===== src/rtl/stupidrv_dma_pkg.sv =====
// Shared types and constants for the stupidrv word-copy DMA engine.
package stupidrv_dma_pkg;

    typedef enum logic [2:0] {
        ST_IDLE,
        ST_READ,
        ST_WRITE,
        ST_FILL,
        ST_DONE
    } dma_state_t;

    localparam logic [3:0]  WSTRB_WRITE = 4'hF;
    localparam logic [3:0]  WSTRB_READ  = 4'h0;
    localparam logic [31:0] WORD_BYTES  = 32'd4;

    function automatic logic [31:0] word_align(input logic [31:0] addr);
        return {addr[31:2], 2'b00};
    endfunction

endpackage


===== src/rtl/stupidrv_dma.sv =====
// Word-copy DMA initiator on the stupidrv dmem bus; bus cycles granted externally.
// Optional fill mode (pattern write, no reads) enabled by defining STUPIDRV_DMA_FILL_EN.
module stupidrv_dma
    import stupidrv_dma_pkg::*;
#(
    parameter int LEN_WIDTH = 16
) (
    input  logic                 clock,
    input  logic                 resetn,
    input  logic                 cfg_start,
    input  logic [31:0]          cfg_src,
    input  logic [31:0]          cfg_dst,
    input  logic [LEN_WIDTH-1:0] cfg_len,
    input  logic                 cfg_fill,
    input  logic [31:0]          cfg_pattern,
    input  logic                 dma_grant,
    output logic                 busy,
    output logic                 done,
    output logic                 dmem_valid,
    output logic [31:0]          dmem_addr,
    output logic [3:0]           dmem_wstrb,
    output logic [31:0]          dmem_wdata,
    input  logic [31:0]          dmem_rdata
);

    dma_state_t           state;
    logic [31:0]          src_q;
    logic [31:0]          dst_q;
    logic [LEN_WIDTH-1:0] count_q;
    logic [31:0]          buf_q;
    logic                 fresh_q;

`ifdef STUPIDRV_DMA_FILL_EN
    logic [31:0]          pattern_q;
`else
    logic                 unused_fill_cfg;
    assign unused_fill_cfg = ^{cfg_fill, cfg_pattern};
`endif

    always_ff @(posedge clock or negedge resetn) begin
        if (!resetn) begin
            state   <= ST_IDLE;
            src_q   <= '0;
            dst_q   <= '0;
            count_q <= '0;
            buf_q   <= '0;
            fresh_q <= 1'b0;
`ifdef STUPIDRV_DMA_FILL_EN
            pattern_q <= '0;
`endif
        end else begin
            case (state)
                ST_IDLE: begin
                    if (cfg_start) begin
                        src_q   <= word_align(cfg_src);
                        dst_q   <= word_align(cfg_dst);
                        count_q <= cfg_len;
                        fresh_q <= 1'b0;
`ifdef STUPIDRV_DMA_FILL_EN
                        pattern_q <= cfg_pattern;
`endif
                        if (cfg_len == '0)
                            state <= ST_DONE;
`ifdef STUPIDRV_DMA_FILL_EN
                        else if (cfg_fill)
                            state <= ST_FILL;
`endif
                        else
                            state <= ST_READ;
                    end
                end
                ST_READ: begin
                    if (dma_grant) begin
                        src_q   <= src_q + WORD_BYTES;
                        fresh_q <= 1'b1;
                        state   <= ST_WRITE;
                    end
                end
                ST_WRITE: begin
                    // rdata is only on the bus for one cycle; keep it for grant stalls
                    if (fresh_q) begin
                        buf_q   <= dmem_rdata;
                        fresh_q <= 1'b0;
                    end
                    if (dma_grant) begin
                        dst_q   <= dst_q + WORD_BYTES;
                        count_q <= count_q - LEN_WIDTH'(1);
                        state   <= (count_q == LEN_WIDTH'(1)) ? ST_DONE : ST_READ;
                    end
                end
`ifdef STUPIDRV_DMA_FILL_EN
                ST_FILL: begin
                    if (dma_grant) begin
                        dst_q   <= dst_q + WORD_BYTES;
                        count_q <= count_q - LEN_WIDTH'(1);
                        if (count_q == LEN_WIDTH'(1))
                            state <= ST_DONE;
                    end
                end
`endif
                ST_DONE: state <= ST_IDLE;
                default: state <= ST_IDLE;
            endcase
        end
    end

    always_comb begin
        dmem_valid = 1'b0;
        dmem_addr  = '0;
        dmem_wstrb = WSTRB_READ;
        dmem_wdata = '0;
        case (state)
            ST_READ: begin
                if (dma_grant) begin
                    dmem_valid = 1'b1;
                    dmem_addr  = src_q;
                end
            end
            ST_WRITE: begin
                if (dma_grant) begin
                    dmem_valid = 1'b1;
                    dmem_addr  = dst_q;
                    dmem_wstrb = WSTRB_WRITE;
                    dmem_wdata = fresh_q ? dmem_rdata : buf_q;
                end
            end
`ifdef STUPIDRV_DMA_FILL_EN
            ST_FILL: begin
                if (dma_grant) begin
                    dmem_valid = 1'b1;
                    dmem_addr  = dst_q;
                    dmem_wstrb = WSTRB_WRITE;
                    dmem_wdata = pattern_q;
                end
            end
`endif
            default: ;
        endcase
    end

    assign busy = (state != ST_IDLE);
    assign done = (state == ST_DONE);

endmodule


===== config.mk =====
export PLATFORM = sky130hd
export DESIGN_NAME = stupidrv_dma
export DESIGN_NICKNAME = d
export VERILOG_FILES = /design/src/rtl/stupidrv_dma_pkg.sv /design/src/rtl/stupidrv_dma.sv
export SDC_FILE = /design/constraint.sdc
export NUM_CORES = 1
export LEC_CHECK = 0
export CAP_MARGIN = 10
export CORE_ASPECT_RATIO = 1.1
export CORE_UTILIZATION = 53
export CTS_BUF_LIST = sky130_fd_sc_hd__clkbuf_4
export DETAILED_ROUTE_END_ITERATION = 10
export GPL_TIMING_DRIVEN = 0
export PLACE_DENSITY = 0.86
export RECOVER_POWER = 100
export SLEW_MARGIN = 10
export SYNTH_ARGS = -nofsm -noshare
export SYNTH_HDL_FRONTEND = slang
export SYNTH_SLANG_ARGS = --single-unit

===== constraint.sdc =====
create_clock -name clock -period 3.3 [get_ports clock]
set_clock_uncertainty 0.2 [all_clocks]
set_input_delay 0.825 -clock clock [delete_from_list [all_inputs] [get_ports clock]]
set_output_delay 0.825 -clock clock [all_outputs]
set_load 0.005 [all_outputs]

# Word level (Yosys, flattened, before mapping)

Index checks and enable logic that the tools add are counted.

Add/subtract/negate cells: 3
Equal/unequal tests: 7
Reduce and logical (&&, ||, !) cells: 11
Multiplexer cells: 28

Operator list:

| kind                    | number |
|---|---|
| $mux W32                | 9 |
| $pmux W32 S2            | 3 |
| $add A32 B3 Y32 const B | 2 |
| $mux W16                | 2 |
| $pmux W16 S2            | 1 |
| $eq A16 B1 Y1 const B   | 1 |
| $logic_not A16 Y1       | 1 |
| $sub A16 B1 Y16 const B | 1 |
| $mux W3                 | 5 |
| $reduce_and A3 Y1       | 4 |
| $pmux W3 S3             | 1 |
| $mux W4                 | 2 |
| $ne A2 B2 Y1 const B    | 3 |
| $reduce_bool A3 Y1      | 2 |
| $mux W1                 | 4 |
| $reduce_bool A2 Y1      | 2 |
| $eq A3 B1 Y1 const B    | 1 |
| $eq A3 B2 Y1 const B    | 1 |
| $eq A3 B3 Y1 const B    | 1 |
| $logic_not A3 Y1        | 1 |
| $pmux W1 S3             | 1 |
| $reduce_or A2 Y1        | 1 |

Bits of input ports: 149
Register bits: 116
Output and inout port bits: 71
Word-level logic and storage cells: 55

# Longest topological paths before layout

Gate-level depths: netlist of run 1.

Word-level depth: 4
Mapped depth: 9
Depth with buffers taken out: 7

# Worst setup path before layout of run 1

Ideal clock, no wire load.

Kind: input-to-output
From: input port dma_grant
To: output port dmem_valid
Buffers on the path: 2
Path slack: 0.385 ns
Cell stages on the path: 6
Data required time: 2.275 ns
Arrival time: 1.890 ns
Cells stage by stage: mux2i_1 nor3_2 nand2_1 clkbuf_1 clkbuf_1 nand2_1

Cells in the longest elaborated chain, start to end: 2

Ends and longest elaborated chain:

| element     | RTL line                                 | source |
|---|---|---|
| from (decl) | stupidrv_dma.sv:16                       | `input logic dma_grant,` |
| $mux W1     | stupidrv_dma.sv:114, stupidrv_dma.sv:120 |  |
| $mux W1     | n/a                                      |  |
| to (decl)   | stupidrv_dma.sv:19                       | `output logic dmem_valid,` |

No other way between the ends.

# Worst setup path in the final report of run 1

From: register state[1]
To: output port dmem_addr[16]

Cells in the longest elaborated chain, start to end: 2
Elaborated cells on any way between the ends: 3
Classes of those cells: eq/ne: 2; mux: 1

Ends and longest elaborated chain:

| element                                             | RTL line            | source |
|---|---|---|
| from (decl)                                         | stupidrv_dma.sv:26  | `dma_state_t state;` |
| from (signal assigned)                              | stupidrv_dma.sv:88  | `state <= (count_q == LEN_WIDTH'(1)) ? ST_DONE : ST_READ;` |
| $eq A3 B2 Y1 / $eq A3 B1 Y1 (equally long branches) | stupidrv_dma.sv:112 | `case (state)` |
| $pmux W32 S2 *                                      | stupidrv_dma.sv:112 |  |
| to (decl)                                           | stupidrv_dma.sv:20  | `output logic [31:0] dmem_addr,` |

Mark *: on every way between the ends. The rest lies on a longest branch, timed or not.

==> flow_summary.toml, run 1 <==
[layout]
layout_commonest_cell = "dfrtp_1"
mostFrequentLayoutCells = "111 x dfrtp_1, 109 x clkdlybuf4s50_1, 71 x a21oi_1, 69 x nor2_1, 59 x nand2_1"
nets = 1174
fillers = 1005
drive_gt1_share_pct = 17.64
area_growth_pct = 33.32

[global_route]
grt_pass1_vias = 7293
grt_pass1_wl_microns = 38610
grt_max_degree = 65
grt_remaining_overflow = 0
antenna_found_initial = 1
grtUsageTotal_pct = 36.41

[clocking]
clkSinkCount = 112
clock_path_buffers = 2
root_buffer = "clkbuf_4"
cts_tree = "done"
worstSkewPairLatency_ps = 510
clk_pin_slew_ps = 170
cts_buffers = 9
ctsHoldBuffers = 0
h-tree-depth = 3

[worst_setup_path]
reg2reg_slack_ps = 330
end_kind = "primary output"
cp_max_fo = 5
rr_worst_depth = 6
crit_arrival_ps = 2220
r2r_end = "src_q[29]$_DFFE_PN0P_"
critPathLaunchType = "flip-flop"
critPathKind = "reg2out"
reg2reg_from = "src_q[11]$_DFFE_PN0P_"
cp.required_ps = 2270
cp-endpoint = "dmem_addr[16]"
crit_start = "state[1]$_DFFE_PN0P_"

[logic_synthesis]
synth.distinct_cells = 63
async_flop_share_pct = 100.0
netlist_instances = 808
synth_area_sq_um = 7052
ys.flop_type = "dfrtp_1"
ys_seq_area_share_pct = 39.74
synth_edf_count = 0
yosysWarnings = 0
avgSynthCellArea_sq_um = 8.727
synth_seq_cells = 112

[drt]
drt-pass1-iter-count = 10
drc_errors = 7
avgRoutedWirePerCell_microns = 21.39
vias = 7797
drt-total-wl_microns = 25330
routed_via_density = 6.585
drt-initial-drc-count = 848
ant_nets = 0

[floorplan]
start_util_pct = 55.07
die_height_microns = 123.0
dieArea_sq_um = 13770
core_sq_um = 12800
pin_count = 220
die_x_microns = 112.0
std_cell_rows = 43

[timing]
whs_ps = 327.0
hold_violations = 0
setup_viol = 0
slew_headroom_pct = -46.43
worstMarginPinSlew_ps = 2196
fmax_mhz = 308.3
finalCritPeriodShare_pct = 98.29
maxSlewViolCount = 50
fin_crit_ps = 3244

[outcome]
violations = "DRC, capacitance limit, slew limit"
status = "finished, violations left"

[flow_run]
cap_violations = 1

[pwr]
vdd_ir_drop_max_mv = 0.3650
powerDensity_nw_per_um2 = 742.6
power.leakage_nw = 3.959
power_mw = 6.982

[placed_design]
gp_congestion = 0.9570
port_buffers = 180
hpwl_microns = 17650

[hold_path]
min_path_type = "reg2reg"
==> power by group <==
part | internal [mW] | switching, mW | leakage [nW]
Sequential | 2.03 | 0.742 | 1.30
Combinational | 1.53 | 1.96 | 2.59
Clock | 0.231 | 0.491 | 0.0735
==> worst min-delay path by stage <==
stage | from | to | slack (ps) | depth (start not counted)
after floorplan | count_q[10]$_DFFE_PN0P_ | count_q[10]$_DFFE_PN0P_ | 280 | 1
after global placement | buf_q[16]$_DFFE_PN0P_ | buf_q[16]$_DFFE_PN0P_ | 290 | 1
after detailed placement | buf_q[31]$_DFFE_PN0P_ | buf_q[31]$_DFFE_PN0P_ | 290 | 1
after CTS | resetn | buf_q[9]$_DFFE_PN0P_ | 30 | 1
after global routing | buf_q[18]$_DFFE_PN0P_ | buf_q[18]$_DFFE_PN0P_ | 350 | 1
final | buf_q[25]$_DFFE_PN0P_ | buf_q[25]$_DFFE_PN0P_ | 330 | 1
==> sequential cells by signal, indices dropped and copies added, names as in the netlist <==
register / flops
buf_q: 32
dst_q: 30
fresh_q: 1
count_q: 16
state: 3
src_q: 30
==> cell usage after synthesis (all sizes together) (3+ instances only) <==
cell	n	share of area (%)
mux2i	36	5.1
o2bb2ai	5	0.62
a2bb2oi	4	0.50
o22ai	18	1.6
nand2	62	3.3
o32ai	5	0.62
or3	12	1.1
nand2b	6	0.64
a211oi	10	1.1
a32oi	3	0.37
buf	39	2.9
nor3b	6	0.71
o22a	6	0.75
nand4	16	1.4
dfrtp	112	40
and4	11	1.4
or4	3	0.32
nor2	84	4.5
clkbuf	31	1.7
a311oi	10	1.2
mux2	32	5.1
and3	11	0.98
o21ai	49	3.5
and2	6	0.53
a21o	3	0.32
a22o	23	2.9
nand3	29	2.1
a22oi	3	0.32
nor4	20	2.5
a31oi	7	0.62
inv	13	0.69
ha	4	0.71
a21oi	71	5.0
nor3	36	2.7
==> what timing repair did <==
item                       in CTS  in global routing
pin swaps                       5                 16
buffers inserted               14                  5
resized for setup             219                 65
setup endpoints to repair      68                 65
gates cloned                    3                  1
==> kinds of logic after synthesis <==
family	count (synthesis)	synth area share, %
AND/OR/NAND/NOR	308	22.73
AO/OA/AOI/OAI	232	21.27
flip-flops	112	39.74
buffers and inverters	83	5.270
multiplexers	68	10.22
adder cells (fa/ha/maj)	4	0.7098
other	1	0.05318
==> cell type report <==
class	instances	area, sq um	area share (%)
timing repair buffer	204	1790	19.04
clock inverter	7	72.57	0.7719
clock buffer	9	67.56	0.7187
tap	157	196.4	2.089
antenna	1	2.502	0.02662
sequential	112	2804	29.82
inverter	13	51.30	0.5456
buffer	67	410.4	4.365
multi-input combinational	614	4006	42.61
==> metrics by stage <==
step / cell area, sq um / utilization [%] / TNS, ps / setup slack, ps / std cells
3_5_place_dp: 9082 / 70.93 / -74110 / -1349 / 1147
6_report: 9402 / 73.42 / 0 / 56.28 / 1184
5_1_grt: 9402 / 73.42 / -21.79 / -8.288 / 1184
4_1_cts: 9447 / 73.77 / -1950 / -209.5 / 1180
2_1_floorplan: 7056 / - / 0 / 384.8 / 809
3_3_place_gp: 9054 / 70.71 / -438100 / -3253 / 1146
==> routing by layer <==
metal	routed length, microns	vias up	track usage [%]
li1	-	3445	-
met1	9483	3684	47.34
met2	11960	562	60.17
met3	2784	106	5.294
met4	1102	0	17.83
met5	0	-	0
==> critical path, stage by stage, from the launching register on <==
cell and delay (ps):
dfrtp_1 470, mux2i_4 330, nor3_4 70, nand2_2 130
inv_4 60, buf_6 120, buf_4 150, a22o_1 240
buf_2 140
No activity file was read; power rests on OpenSTA's default activity.
==> inputs of run 2 (changes only) <==
--- a/config.mk
+++ b/config.mk
@@ -6,12 +6,14 @@
 export NUM_CORES = 1
 export LEC_CHECK = 0
 export CAP_MARGIN = 10
-export CORE_ASPECT_RATIO = 1.1
-export CORE_UTILIZATION = 53
+export CORE_ASPECT_RATIO = 0.6
+export CORE_UTILIZATION = 57
 export CTS_BUF_LIST = sky130_fd_sc_hd__clkbuf_4
+export CTS_CLUSTER_SIZE = 20
 export DETAILED_ROUTE_END_ITERATION = 10
+export DONT_BUFFER_PORTS = 1
 export GPL_TIMING_DRIVEN = 0
-export PLACE_DENSITY = 0.86
+export PLACE_DENSITY = 0.69
 export RECOVER_POWER = 100
 export SLEW_MARGIN = 10
 export SYNTH_ARGS = -nofsm -noshare
==> run 2 against run 1 <==
The flow finishes with violations (hold timing). Register-to-register slack improved by 330 ps. Worst hold slack worse by 520 ps. Combinational power fell by 9.5%. Non-clock buffer count shrank 197. Clock-buffer cell count unchanged. Via count shrank 9.2%. Sequential power increased by 1%. Clock power decreased by 11%. Final cell count decreased by 16%. Routed wire length shrank 4.0%. Highest routed layer unchanged.
==> flow_summary.toml, run 2 (synthesis results as in run 1) <==
[timing]
finalCritPeriodShare_pct = 98.15
slew_headroom_pct = 43.66
maxSlewViolCount = 0
fin_crit_ps = 3239
rsz0062_at_grt = "true"
hold_violations = 112
setup_viol = 0
whs_ps = -195.6
fmax_mhz = 308.8
fin_ws_ps = 61.19
worstMarginPinSlew_ps = 845.1

[worst_setup_path]
crit_slowest_cell = "nor3b_1"
crit_arrival_ps = 2210
reg2reg_slack_ps = 660
slowest_delay_ps = 560
cpMostUsedCell = "clkbuf_1"
crit_start = "state[0]$_DFFE_PN0P_"
cp.required_ps = 2270
r2r_end = "dst_q[31]$_DFFE_PN0P_"
rr_worst_depth = 8
reg2reg_from = "state[1]$_DFFE_PN0P_"
end_kind = "primary output"
critPathLaunchType = "flip-flop"
path_cells = "buf_6, clkbuf_1, clkbuf_1, nor3b_1"
cp_max_fo = 10
critPathKind = "reg2out"

[drt]
wl_met2_microns = 10160
drt-pass1-iter-count = 6
routed_via_density = 7.112
avgRoutedWirePerCell_microns = 24.44
wirelength_met1_microns = 10120
dr_wl_met3_microns = 3623
ant_nets = 0
drt-total-wl_microns = 24310
drt-initial-drc-count = 907
highest_layer = "met4"
drc_errors = 0
vias = 7076

[layout]
mostFrequentLayoutCells = "112 x dfrtp_1, 71 x a21oi_1, 65 x nor2_1, 60 x nand2_1, 35 x mux2i_1"
top_regs = "buf_q (32), dst_q (30), src_q (30)"
layout_commonest_cell = "dfrtp_1"
area_growth_pct = 7.825
largest_reg_flops = 32
postLayoutCellArea_sq_um = 7604
fin_cells = 995
top_register = "buf_q"
final_util_pct = 63.03
drive_gt1_share_pct = 15.82
nets = 977
fillers = 1063

[global_route]
grt_pass1_vias = 6528
grt_max_degree = 113
grt_pass1_wl_microns = 36640
grt_remaining_overflow = 0
antenna_found_initial = 2
grtUsageTotal_pct = 37.51

[pwr]
powerDensity_nw_per_um2 = 869.8
vdd_ir_drop_max_mv = 0.4411
power.leakage_nw = 3.038

[clocking]
cts_tree = "done"
clkSinkCount = 112
clock_path_buffers = 2
clk_pin_slew_ps = 180
h-tree-depth = 3
root_buffer = "clkbuf_4"
cts_buffers = 9
worstSkewPairLatency_ps = 480

[placed_design]
numPlacedInstances = 974
gp_congestion = 0.9506
port_buffers = 0
hpwl_microns = 17850
place_ws_ps = -247.2
dpl-instance-area_sq_um = 7262

[outcome]
status = "finished, violations left"
violations = "hold timing"

[floorplan]
start_util_pct = 58.46
std_cell_rows = 31
dieArea_sq_um = 12830
pin_count = 220
core_sq_um = 12060
die_x_microns = 145.6
die_height_microns = 88.16

[hold_path]
min_path_type = "in2async"

[flow_run]
cap_violations = 0
-- run 2: changes by cell type in the layout (fill, tap and decap cells not counted), sizes merged, moves of 2 or more --
| cell | delta |
|---|---|
| clkdlybuf4s50 | -109 |
| clkbuf | -38 |
| buf | -24 |
| dlygate4sd2 | -17 |
| clkdlybuf4s15 | -8 |
| clkinv | -2 |
-- run 2: timing repair --
item,CTS,global route
pin swaps,1,1
hold endpoints to repair,112,112
buffers inserted,2,2
gates resized for setup,18,53
setup endpoints to repair,67,67
-- run 2: layout make-up --
| class | count | area, sq um | share of cell area (%) |
|---|---|---|---|
| Inverter | 13 | 48.80 | 0.6418 |
| Multi-Input combinational cell | 614 | 4018 | 52.84 |
| Buffer | 70 | 379.1 | 4.986 |
| Sequential cell | 112 | 2803 | 36.86 |
| Timing Repair Buffer | 4 | 30.03 | 0.3949 |
| Antenna cell | 2 | 5.005 | 0.06582 |
| Clock inverter | 6 | 46.29 | 0.6089 |
| Clock buffer | 9 | 67.56 | 0.8886 |
| Tap cell | 165 | 206.4 | 2.715 |
-- run 2: worst max path at each step --
stage / endpoint / cells past startpoint
floorplan: dmem_valid / 6
global placement: dmem_addr[31] / 7
detailed placement: dmem_addr[31] / 7
CTS: dmem_addr[30] / 7
global route: dmem_addr[31] / 8
finish: done / 4
-- run 2: where the power goes --
group | switching [mW] | total (mW) | internal [mW]
clock network | 0.486 | 0.641 | 0.155
registers | 0.784 | 2.81 | 2.03
logic | 1.89 | 3.16 | 1.27
total | 3.16 | 6.61 | 3.46
-- run 2: critical path: cells and delay by family, from the launching register on --
kind	cells	cell delay (ps)
buffers and inverters	3	760
AND/OR/NAND/NOR	1	560
flip-flops	1	410
-- run 2: layer usage --
layer / global-route usage (%) / up-vias
met5: 2.143 / -
met4: 11.29 / 0
met3: 13.75 / 52
met2: 53.98 / 598
met1: 52.48 / 3372
li1: - / 3054
-- run 2: metrics by stage --
step / setup TNS (ps) / total power, mW
4_1_cts: -35.80 / 6.388
2_1_floorplan: 0 / 4.790
3_3_place_gp: -5423 / 5.589
5_1_grt: -63.77 / 6.989
3_5_place_dp: -6413 / 5.724
6_report: 0 / 6.613
